**config.mk**
```make
export PLATFORM = sky130hd
export DESIGN_NAME = uart_cfg
export DESIGN_NICKNAME = d
export VERILOG_FILES = /design/src/rtl/uart_cfg.sv
export SDC_FILE = /design/constraint.sdc
export NUM_CORES = 1
export LEC_CHECK = 0
export BUFFER_PORTS_ARGS = -buffer_cell sky130_fd_sc_hd__buf_2
export CORE_UTILIZATION = 40
export CTS_CLUSTER_DIAMETER = 200
export CTS_CLUSTER_SIZE = 8
export DETAILED_ROUTE_END_ITERATION = 8
export HOLD_SLACK_MARGIN = 0.15
export PLACE_DENSITY_LB_ADDON = 0.12
export SYNTH_ARGS = -nofsm -noshare
export SYNTH_HDL_FRONTEND = slang
export SYNTH_SLANG_ARGS = --single-unit
```
**constraint.sdc**
```tcl
create_clock -name clk -period 1.91 [get_ports clk]
set_input_delay 0.382 -clock clk [delete_from_list [all_inputs] [get_ports clk]]
set_output_delay 0.382 -clock clk [all_outputs]
set_load 0.1 [all_outputs]
```
**src/rtl/uart_cfg.sv**
```systemverilog
// uart_cfg: configurable UART with independent oversampled TX/RX dividers.
// Optional parity is built only when UART_CFG_PARITY_EN is defined.
`default_nettype none

module uart_cfg #(
  parameter int CLOCK_DIVIDE = 109,
  parameter int OVERSAMPLE   = 4,
  parameter int DATA_BITS    = 8
) (
  input  logic                 clk,
  input  logic                 rst_n,
  input  logic                 rx,
  output logic                 tx,
  input  logic                 tx_valid,
  input  logic [DATA_BITS-1:0] tx_data,
  output logic                 tx_ready,
  input  logic [1:0]           parity_mode,
  input  logic                 stop2,
  output logic                 rx_valid,
  output logic [DATA_BITS-1:0] rx_data,
  output logic                 rx_parity_err,
  output logic                 rx_frame_err,
  output logic                 rx_busy
);

  localparam int DIV_W = $clog2(CLOCK_DIVIDE);
  localparam int OS_W  = $clog2(OVERSAMPLE);
  localparam int BIT_W = $clog2(DATA_BITS);
  localparam logic [DIV_W-1:0] DIV_MAX = DIV_W'(CLOCK_DIVIDE - 1);
  localparam logic [OS_W-1:0]  OS_MAX  = OS_W'(OVERSAMPLE - 1);
  localparam logic [OS_W-1:0]  OS_HALF = OS_W'(OVERSAMPLE / 2 - 1);
  localparam logic [BIT_W-1:0] BIT_MAX = BIT_W'(DATA_BITS - 1);

  logic par_sel, par_odd;
`ifdef UART_CFG_PARITY_EN
  assign par_sel = (parity_mode == 2'b01) || (parity_mode == 2'b10);
  assign par_odd = (parity_mode == 2'b10);
`else
  logic unused_parity_mode;
  assign unused_parity_mode = ^parity_mode;
  assign par_sel = 1'b0;
  assign par_odd = 1'b0;
`endif

  typedef enum logic [2:0] {TX_IDLE, TX_START, TX_DATA, TX_PARITY, TX_STOP} tx_state_t;
  typedef enum logic [2:0] {RX_IDLE, RX_START, RX_DATA, RX_PARITY, RX_STOP, RX_WAIT_IDLE} rx_state_t;

  tx_state_t            tx_state;
  logic [DIV_W-1:0]     tx_div;
  logic [OS_W-1:0]      tx_tcnt;
  logic [BIT_W-1:0]     tx_bit;
  logic [DATA_BITS-1:0] tx_shift;
  logic                 tx_par_en, tx_par_bit, tx_stop2_r, tx_stop_second;
  logic                 tx_tick, tx_bit_end;

  assign tx_tick    = (tx_div == DIV_MAX);
  assign tx_bit_end = tx_tick && (tx_tcnt == OS_MAX);

  always_ff @(posedge clk or negedge rst_n) begin
    if (!rst_n) begin
      tx_state       <= TX_IDLE;
      tx             <= 1'b1;
      tx_ready       <= 1'b1;
      tx_div         <= '0;
      tx_tcnt        <= '0;
      tx_bit         <= '0;
      tx_shift       <= '0;
      tx_par_en      <= 1'b0;
      tx_par_bit     <= 1'b0;
      tx_stop2_r     <= 1'b0;
      tx_stop_second <= 1'b0;
    end else if (tx_state == TX_IDLE) begin
      if (tx_valid && tx_ready) begin
        tx_state       <= TX_START;
        tx             <= 1'b0;
        tx_ready       <= 1'b0;
        tx_div         <= '0;
        tx_tcnt        <= '0;
        tx_shift       <= tx_data;
        tx_par_en      <= par_sel;
        tx_par_bit     <= (^tx_data) ^ par_odd;
        tx_stop2_r     <= stop2;
        tx_stop_second <= 1'b0;
      end
    end else begin
      tx_div <= tx_tick ? '0 : tx_div + 1'b1;
      if (tx_tick) tx_tcnt <= (tx_tcnt == OS_MAX) ? '0 : tx_tcnt + 1'b1;
      if (tx_bit_end) begin
        case (tx_state)
          TX_START: begin
            tx_state <= TX_DATA;
            tx       <= tx_shift[0];
            tx_shift <= {1'b0, tx_shift[DATA_BITS-1:1]};
            tx_bit   <= '0;
          end
          TX_DATA: begin
            if (tx_bit == BIT_MAX) begin
              tx_state <= tx_par_en ? TX_PARITY : TX_STOP;
              tx       <= tx_par_en ? tx_par_bit : 1'b1;
            end else begin
              tx       <= tx_shift[0];
              tx_shift <= {1'b0, tx_shift[DATA_BITS-1:1]};
              tx_bit   <= tx_bit + 1'b1;
            end
          end
          TX_PARITY: begin
            tx_state <= TX_STOP;
            tx       <= 1'b1;
          end
          TX_STOP: begin
            if (tx_stop2_r && !tx_stop_second) begin
              tx_stop_second <= 1'b1;
            end else begin
              tx_state <= TX_IDLE;
              tx_ready <= 1'b1;
            end
          end
          default: tx_state <= TX_IDLE;
        endcase
      end
    end
  end

  rx_state_t            rx_state;
  logic                 rx_meta, rx_sync;
  logic [DIV_W-1:0]     rx_div;
  logic [OS_W-1:0]      rx_tcnt;
  logic [BIT_W-1:0]     rx_bit;
  logic [DATA_BITS-1:0] rx_shift;
  logic                 rx_par_en, rx_par_odd, rx_par_bad;
  logic                 rx_tick, rx_sample;

  assign rx_tick   = (rx_div == DIV_MAX);
  // START samples at mid start bit; later states sample one bit period apart.
  assign rx_sample = rx_tick && (rx_tcnt == ((rx_state == RX_START) ? OS_HALF : OS_MAX));
  assign rx_busy   = (rx_state != RX_IDLE);

  always_ff @(posedge clk or negedge rst_n) begin
    if (!rst_n) begin
      rx_state      <= RX_IDLE;
      rx_meta       <= 1'b1;
      rx_sync       <= 1'b1;
      rx_div        <= '0;
      rx_tcnt       <= '0;
      rx_bit        <= '0;
      rx_shift      <= '0;
      rx_par_en     <= 1'b0;
      rx_par_odd    <= 1'b0;
      rx_par_bad    <= 1'b0;
      rx_data       <= '0;
      rx_valid      <= 1'b0;
      rx_parity_err <= 1'b0;
      rx_frame_err  <= 1'b0;
    end else begin
      rx_meta       <= rx;
      rx_sync       <= rx_meta;
      rx_valid      <= 1'b0;
      rx_parity_err <= 1'b0;
      rx_frame_err  <= 1'b0;
      if (rx_state != RX_IDLE) begin
        rx_div <= rx_tick ? '0 : rx_div + 1'b1;
        if (rx_tick) rx_tcnt <= rx_sample ? '0 : rx_tcnt + 1'b1;
      end
      case (rx_state)
        RX_IDLE: begin
          if (!rx_sync) begin
            rx_state   <= RX_START;
            rx_div     <= '0;
            rx_tcnt    <= '0;
            rx_par_en  <= par_sel;
            rx_par_odd <= par_odd;
          end
        end
        RX_START: begin
          if (rx_sample) begin
            rx_state <= rx_sync ? RX_IDLE : RX_DATA;
            rx_bit   <= '0;
          end
        end
        RX_DATA: begin
          if (rx_sample) begin
            rx_shift <= {rx_sync, rx_shift[DATA_BITS-1:1]};
            if (rx_bit == BIT_MAX) rx_state <= rx_par_en ? RX_PARITY : RX_STOP;
            else                   rx_bit   <= rx_bit + 1'b1;
          end
        end
        RX_PARITY: begin
          if (rx_sample) begin
            rx_par_bad <= rx_sync ^ (^rx_shift) ^ rx_par_odd;
            rx_state   <= RX_STOP;
          end
        end
        RX_STOP: begin
          if (rx_sample) begin
            if (rx_sync) begin
              rx_data       <= rx_shift;
              rx_valid      <= 1'b1;
              rx_parity_err <= rx_par_en & rx_par_bad;
              rx_state      <= RX_IDLE;
            end else begin
              rx_frame_err <= 1'b1;
              rx_state     <= RX_WAIT_IDLE;
            end
          end
        end
        RX_WAIT_IDLE: if (rx_sync) rx_state <= RX_IDLE;
        default:      rx_state <= RX_IDLE;
      endcase
    end
  end

endmodule

`default_nettype wire
```
==> flow_metrics.py, run 1 <==
metrics = {
    "critical_path": {
        "slowest_delay_ps": 410,
        "crit_path_end": "rx_bit[0]",
        "cp_slowest_cell": "or3_4",
        "start_kind": "flip-flop",
        "critical_path_buf_inv_count": 1,
        "reg2reg_to": "rx_bit[0]",
        "cp_top_family": "simple AND/OR/NAND/NOR gates",
        "crit_path_end_kind": "flip-flop",
        "timing.rr.start": "rx_div[0]",
        "arrival_ps": 2050,
        "regToRegSetupSlack_ps": 80,
        "worstPathCellList": "inv_1, ha_1, and4b_2, nand2_1, or3_4, mux2_4",
        "crit_fanout": 6,
        "critPathRequiredTime_ps": 2130,
        "worstSetupPathType": "reg2reg",
        "reg2reg_depth": 6,
        "cp.depth": 6,
        "startpoint": "rx_div[0]",
    },
    "layout": {
        "n_fill_cell": 687,
        "multi_input_area_sq_mm": 0.001471,
        "fin_cells": 430,
        "nets": 350,
        "drive_gt1_share_pct": 31.72,
        "finish.utilization_pct": 50.24,
        "n_antenna_cell": 0,
        "regArea_sq_mm": 0.001560,
        "final_area_sq_mm": 0.003722,
        "area_delta_synth_final_pct": 18.81,
    },
    "timing": {
        "setup_violations": 0,
        "fin_crit_sh_pct": 95.76,
        "fin_setup_tns_ps": 0,
        "fin_crit_ps": 1829,
        "fmax_mhz": 546.8,
        "rsz0062_at_grt": "yes",
        "maxSlewViolCount": 0,
        "hold_ws_ps": 287.2,
        "clock-skew-final_ps": 6.486,
        "timing.final.ws_setup_ps": 81.06,
        "hold_viol": 0,
    },
    "logic_synthesis": {
        "ys.flop_type": "dfrtp_1",
        "async_flop_share_pct": 100.0,
        "ys_ff_latch": 62,
        "synth_top_cells_by_area": "dfrtp_1 46%, mux2_2 9.7%, nand2_1 4.4%, ha_1 3.6%, dfstp_2 3.4%",
        "synth_cell_types": 53,
        "synth.top_cell.area_share_pct": 46.33,
        "synth_most_common_cell": "dfrtp_1",
        "syn_avg_cell_area_sq_um": 10.88,
        "syn_nets": 312,
        "yosys_warnings": 0,
        "synth_area_leader_cell": "dfrtp_1",
        "synthCells": 288,
        "synth_top_cells_by_count": "58 x dfrtp_1, 37 x nand2_1, 27 x mux2_2, 14 x a31oi_1, 13 x nor2_1",
        "yosysSeqAreaShare_pct": 49.68,
        "syn-cell-area_sq_mm": 0.003133,
        "synth-edff-count": 0,
    },
    "clock_tree": {
        "cts_buffers": 9,
        "cts_sinks": 62,
        "cts_tree": "built",
        "clockBufferDepth": 2,
        "clockRootBuffer": "clkbuf_8",
        "htree_num_levels": 3,
        "clock_latency_ps": 330,
        "clk_pin_slew_worst_paths_ps": 60,
    },
    "job": {
        "maxCapViolations": 0,
    },
    "status": {
        "status": "completed",
    },
    "grt": {
        "grt_pass1_vias": 2214,
        "grtUsageTotal_pct": 16.44,
        "grt_max_degree": 63,
        "grt_pass1_wl_um": 10680,
        "grt-ovfl-total": 0,
        "antenna_found_initial": 0,
    },
    "routing": {
        "wirelength_met1_um": 3185,
        "wl_met3_um": 225,
        "highest_layer": "met4",
        "routed_wl_um": 6027,
        "wl_per_cell_um": 14.02,
        "dr_wl_met2_um": 2514,
        "drc": 0,
        "firstDrtPassIters": 4,
        "num_vias": 2295,
        "routed_via_density": 5.337,
        "ant_nets": 0,
        "drt-initial-drc-count": 150,
    },
    "floorplanning": {
        "die_w_um": 90.50,
        "coreArea_sq_mm": 0.007408,
        "start_util_pct": 42.29,
        "die_h_um": 90.50,
        "die-area_sq_mm": 0.008190,
        "row_count": 31,
        "ios": 29,
    },
    "place": {
        "gp_congestion": 0.7662,
        "post-place-cells": 411,
        "port-buffer-count": 25,
        "place_area_sq_mm": 0.003421,
        "hpwl_um": 3983,
        "dp_slack_ps": 45.15,
    },
    "power_and_ir_drop": {
        "leakage_nw": 1.860,
        "peakVddDrop_mv": 0.5100,
        "power.density_mw_per_mm2": 757.7,
        "power_mw": 2.821,
    },
    "worst_hold_path": {
        "hp-class": "in2reg",
    },
}
==> layout make-up <==
type	instances	area share (%)
clock buffers	13	4.269
clock inverters	3	2.420
inverters	8	0.9076
multi-input cells	202	39.53
flip-flops and latches	62	41.92
well taps	99	3.328
repair buffers	43	7.630
==> where the power goes <==
group | switching [mW] | leakage (nW) | internal (mW)
Combinational | 0.0389 | 0.946 | 0.0163
Sequential | 0.00483 | 0.790 | 1.32
Clock | 0.503 | 0.124 | 0.940
Total | 0.547 | 1.86 | 2.27
==> sequential cells by signal, indices dropped and copies added (netlist names), 2 cells and up <==
register  cells
rx_state      3
tx_tcnt       2
rx_data       8
rx_shift      8
tx_div        7
rx_tcnt       2
rx_div        7
tx_shift      8
rx_bit        3
tx_bit        3
tx_state      3
==> how the worst min path moves through the flow <==
| stage | cells after the start | slack [ps] | to | from |
|---|---|---|---|---|
| floorplan | 0 | 90 | rx_bit[0] | rst_n |
| global placement | 0 | 350 | rx_sync | rx_meta |
| detailed placement | 0 | 350 | rx_sync | rx_meta |
| CTS | 2 | 270 | tx_stop2_r | stop2 |
| global route | 2 | 280 | tx_stop2_r | stop2 |
| finish | 2 | 290 | tx_stop2_r | stop2 |
==> placed cells by master (no fill, tap or decap), drive strengths merged, types with 2 or more instances in the layout <==
master / count
a21o: 3
a21oi: 10
a22o: 4
a31oi: 15
a41oi: 3
and2: 2
and3: 6
buf: 41
bufinv: 3
clkbuf: 13
dfrtp: 58
dfstp: 4
dlygate4sd3: 2
ha: 9
inv: 7
mux2: 29
nand2: 37
nand2b: 6
nand3: 10
nand4: 3
nand4b: 2
nor2: 15
nor2b: 2
nor3: 4
nor3b: 5
o21ai: 11
o31ai: 4
or3: 4
xnor2: 2
xor2: 2
==> cell families after synthesis <==
logic type | Yosys count | synth area share [%]
AO/OA/AOI/OAI | 57 | 12.26
flip-flops | 62 | 49.68
other | 1 | 0.1197
multiplexers | 30 | 10.98
XOR/XNOR | 4 | 1.118
buffers and inverters | 24 | 4.273
adder cells (fa/ha/maj) | 9 | 3.594
AND/OR/NAND/NOR | 101 | 17.97
==> what timing repair did <==
action                                 4_1_cts  5_1_grt
endpoints found under the hold margin       59        0
gates resized for setup                      5        3
setup endpoints to repair                    1       14
hold buffers                                 2        0
setup buffers                                1        0
pin swaps                                    0        0
==> metal layers <==
layer / up-vias / track usage, %
met1: 1138 / 23.73
li1: 1106 / -
met3: 10 / 4.293
met4: 0 / 6.048
met2: 41 / 23.55
met5: - / 0
(Power assumes the default switching activity.)
==> run 2, diff against run 1 <==
--- a/config.mk
+++ b/config.mk
@@ -5,6 +5,7 @@
 export SDC_FILE = /design/constraint.sdc
 export NUM_CORES = 1
 export LEC_CHECK = 0
+export ABC_AREA = 1
 export BUFFER_PORTS_ARGS = -buffer_cell sky130_fd_sc_hd__buf_2
 export CORE_UTILIZATION = 40
 export CTS_CLUSTER_DIAMETER = 200
==> run 2 against run 1 <==
Effect of this change:
- largest power group is now sequential cells
- largest cell class unchanged
- combinational power grew 14%
- via count grew 9.9%
- critical path type is now reg2out
- first-iteration DRC count shrank 45%
- critical path depth shrank 3
- worst hold slack gained 18 ps
- cell area grew 0.81%
==> flow_metrics.py, run 2 <==
metrics = {
    "routing": {
        "wl_met3_um": 175,
        "drt-initial-drc-count": 83,
        "wl_per_cell_um": 10.45,
        "dr_wl_met2_um": 2537,
        "routed_via_density": 4.619,
        "routed_wl_um": 5705,
        "highest_layer": "met4",
        "wirelength_met1_um": 2871,
        "ant_nets": 0,
        "firstDrtPassIters": 6,
        "drc": 0,
        "num_vias": 2522,
    },
    "floorplanning": {
        "start_util_pct": 41.16,
        "ios": 29,
        "die-area_sq_mm": 0.008312,
        "die_h_um": 91.17,
        "die_w_um": 91.17,
        "coreArea_sq_mm": 0.007727,
        "row_count": 32,
    },
    "layout": {
        "finish.utilization_pct": 48.56,
        "mostFrequentLayoutCells": "132 x nand2_1, 58 x dfrtp_1, 52 x inv_1, 30 x nor2_1, 26 x nand3_1",
        "nets": 463,
        "area_delta_synth_final_pct": 17.98,
        "final_area_sq_mm": 0.003752,
        "n_antenna_cell": 0,
        "final_common_cell": "nand2_1",
        "drive_gt1_share_pct": 19.59,
        "largest_registers": "rx_data: 8 flops, rx_shift: 8 flops, tx_shift: 8 flops",
        "fin_cells": 546,
    },
    "logic_synthesis": {
        "synth_area_leader_cell": "dfrtp_1",
        "ys_ff_latch": 62,
        "synth_most_common_cell": "nand2_1",
        "synth_cell_types": 32,
        "synth_top_cells_by_count": "132 x nand2_1, 58 x dfrtp_1, 52 x inv_1, 30 x nor2_1, 26 x nand3_1",
        "syn-cell-area_sq_mm": 0.003181,
        "yosys_warnings": 0,
        "synthCells": 395,
        "ys.flop_type": "dfrtp_1",
        "syn_avg_cell_area_sq_um": 8.052,
        "synth.top_cell.area_share_pct": 45.63,
        "async_flop_share_pct": 100.0,
        "syn_nets": 419,
        "yosysSeqAreaShare_pct": 48.94,
        "synth_top_cells_by_area": "dfrtp_1 46%, nand2_1 16%, inv_1 6.1%, nand3_1 4.1%, ha_1 3.5%",
        "synth-edff-count": 0,
    },
    "clock_tree": {
        "cts_tree": "built",
        "cts_buffers": 9,
        "clockBufferDepth": 2,
        "clock_latency_ps": 340,
        "cts_sinks": 62,
        "clockRootBuffer": "clkbuf_8",
        "postCtsSetupRepairBufs": 0,
        "clk_pin_slew_worst_paths_ps": 80,
        "htree_num_levels": 3,
    },
    "place": {
        "dp_slack_ps": 154.6,
        "place_area_sq_mm": 0.003502,
        "port-buffer-count": 25,
        "gp_congestion": 0.7980,
        "hpwl_um": 4041,
        "post-place-cells": 528,
    },
    "timing": {
        "maxSlewViolCount": 0,
        "fmax_mhz": 558.8,
        "fin_crit_ps": 1790,
        "fin_crit_sh_pct": 93.70,
        "hold_ws_ps": 305.0,
        "setup_violations": 0,
        "timing.final.ws_setup_ps": 120.3,
        "rsz0062_at_grt": "no",
        "hold_viol": 0,
        "clock-skew-final_ps": 8.201,
        "fin_setup_tns_ps": 0,
    },
    "grt": {
        "grt_max_degree": 63,
        "grt-ovfl-total": 0,
        "grtUsageTotal_pct": 15.46,
        "grt_pass1_wl_um": 10230,
        "antenna_found_initial": 0,
        "grt_pass1_vias": 2349,
    },
    "power_and_ir_drop": {
        "power.density_mw_per_mm2": 712.2,
        "peakVddDrop_mv": 0.3611,
        "leakage_nw": 2.052,
        "power_mw": 2.672,
    },
    "critical_path": {
        "crit_fanout": 7,
        "cp.depth": 3,
        "cp_top_family": "flip-flops",
        "crit_path_end": "rx_busy",
        "slowest_delay_ps": 480,
        "arrival_ps": 1410,
        "worstSetupPathType": "reg2out",
        "critical_path_buf_inv_count": 1,
        "critPathRequiredTime_ps": 1530,
        "crit_path_end_kind": "output pin",
        "regToRegSetupSlack_ps": 200,
        "cp_slowest_cell": "dfrtp_1",
        "start_kind": "flip-flop",
        "worstPathCellList": "nor2_4, nand2_2, clkbuf_4",
        "timing.rr.start": "rx_div[0]",
        "reg2reg_depth": 10,
        "reg2reg_to": "rx_state[0]",
        "startpoint": "rx_state[0]",
    },
    "worst_hold_path": {
        "hp-class": "in2reg",
        "worstHoldStart": "tx_data[7]",
    },
    "status": {
        "status": "completed",
    },
    "job": {
        "maxCapViolations": 0,
    },
}
-- run 2: layout make-up --
| type | instances | area [sq um] |
|---|---|---|
| fill | 788 | 3975 |
| sequential | 62 | 1556 |
| multi-input combinational | 270 | 1369 |
| timing repair buffer | 39 | 262.8 |
| inverter | 57 | 214.0 |
| tap | 102 | 127.6 |
| clock buffer | 9 | 123.9 |
| clock inverter | 7 | 98.84 |
-- run 2: worst min-delay path by stage --
| stage | to | slack [ps] | cells past startpoint |
|---|---|---|---|
| 2_1_floorplan | rx_bit[0] | 90 | 0 |
| 3_3_place_gp | rx_sync | 350 | 0 |
| 3_5_place_dp | rx_sync | 350 | 0 |
| 4_1_cts | tx_shift[7] | 300 | 3 |
| 5_1_grt | tx_shift[7] | 290 | 3 |
| 6_report | tx_shift[7] | 310 | 3 |
-- run 2: report_power, final --
group          total (mW)  leakage (nW)  switching, mW  internal, mW
Combinational      0.0629          1.16         0.0436        0.0193
Sequential           1.32         0.785        0.00114          1.32
Clock                1.29         0.109          0.554         0.738
-- run 2: logic make-up (layout without fill, tap and decap cells) --
kind of cell | count (synthesis) | in the layout | synth area share [%]
AOI/OAI and AO/OA | 44 | 44 | 8.970
other | 1 | 1 | 0.1179
adders and majority gates | 9 | 9 | 3.541
and+or+nand+nor | 210 | 210 | 28.60
DFF | 62 | 62 | 48.94
buffers and inverters | 63 | 112 | 8.182
xor gates and xnor gates | 6 | 6 | 1.652
-- run 2: tightest hold or removal path, cell delays in order --
cell	delay (ps)
buf_2	100
nand4_1	80
nand2_1	50
-- run 2: metal layers --
layer  up-vias  track usage, %
met5         -               0
met4         0           7.143
met2        42           24.94
li1       1325               -
met3        10           3.685
met1      1145           19.62
-- run 2: what timing repair did --
item	4_1_cts	5_1_grt
endpoints found under the hold margin	59	0
setup endpoints to repair	0	3
resized for setup	0	2
hold buffers	2	0
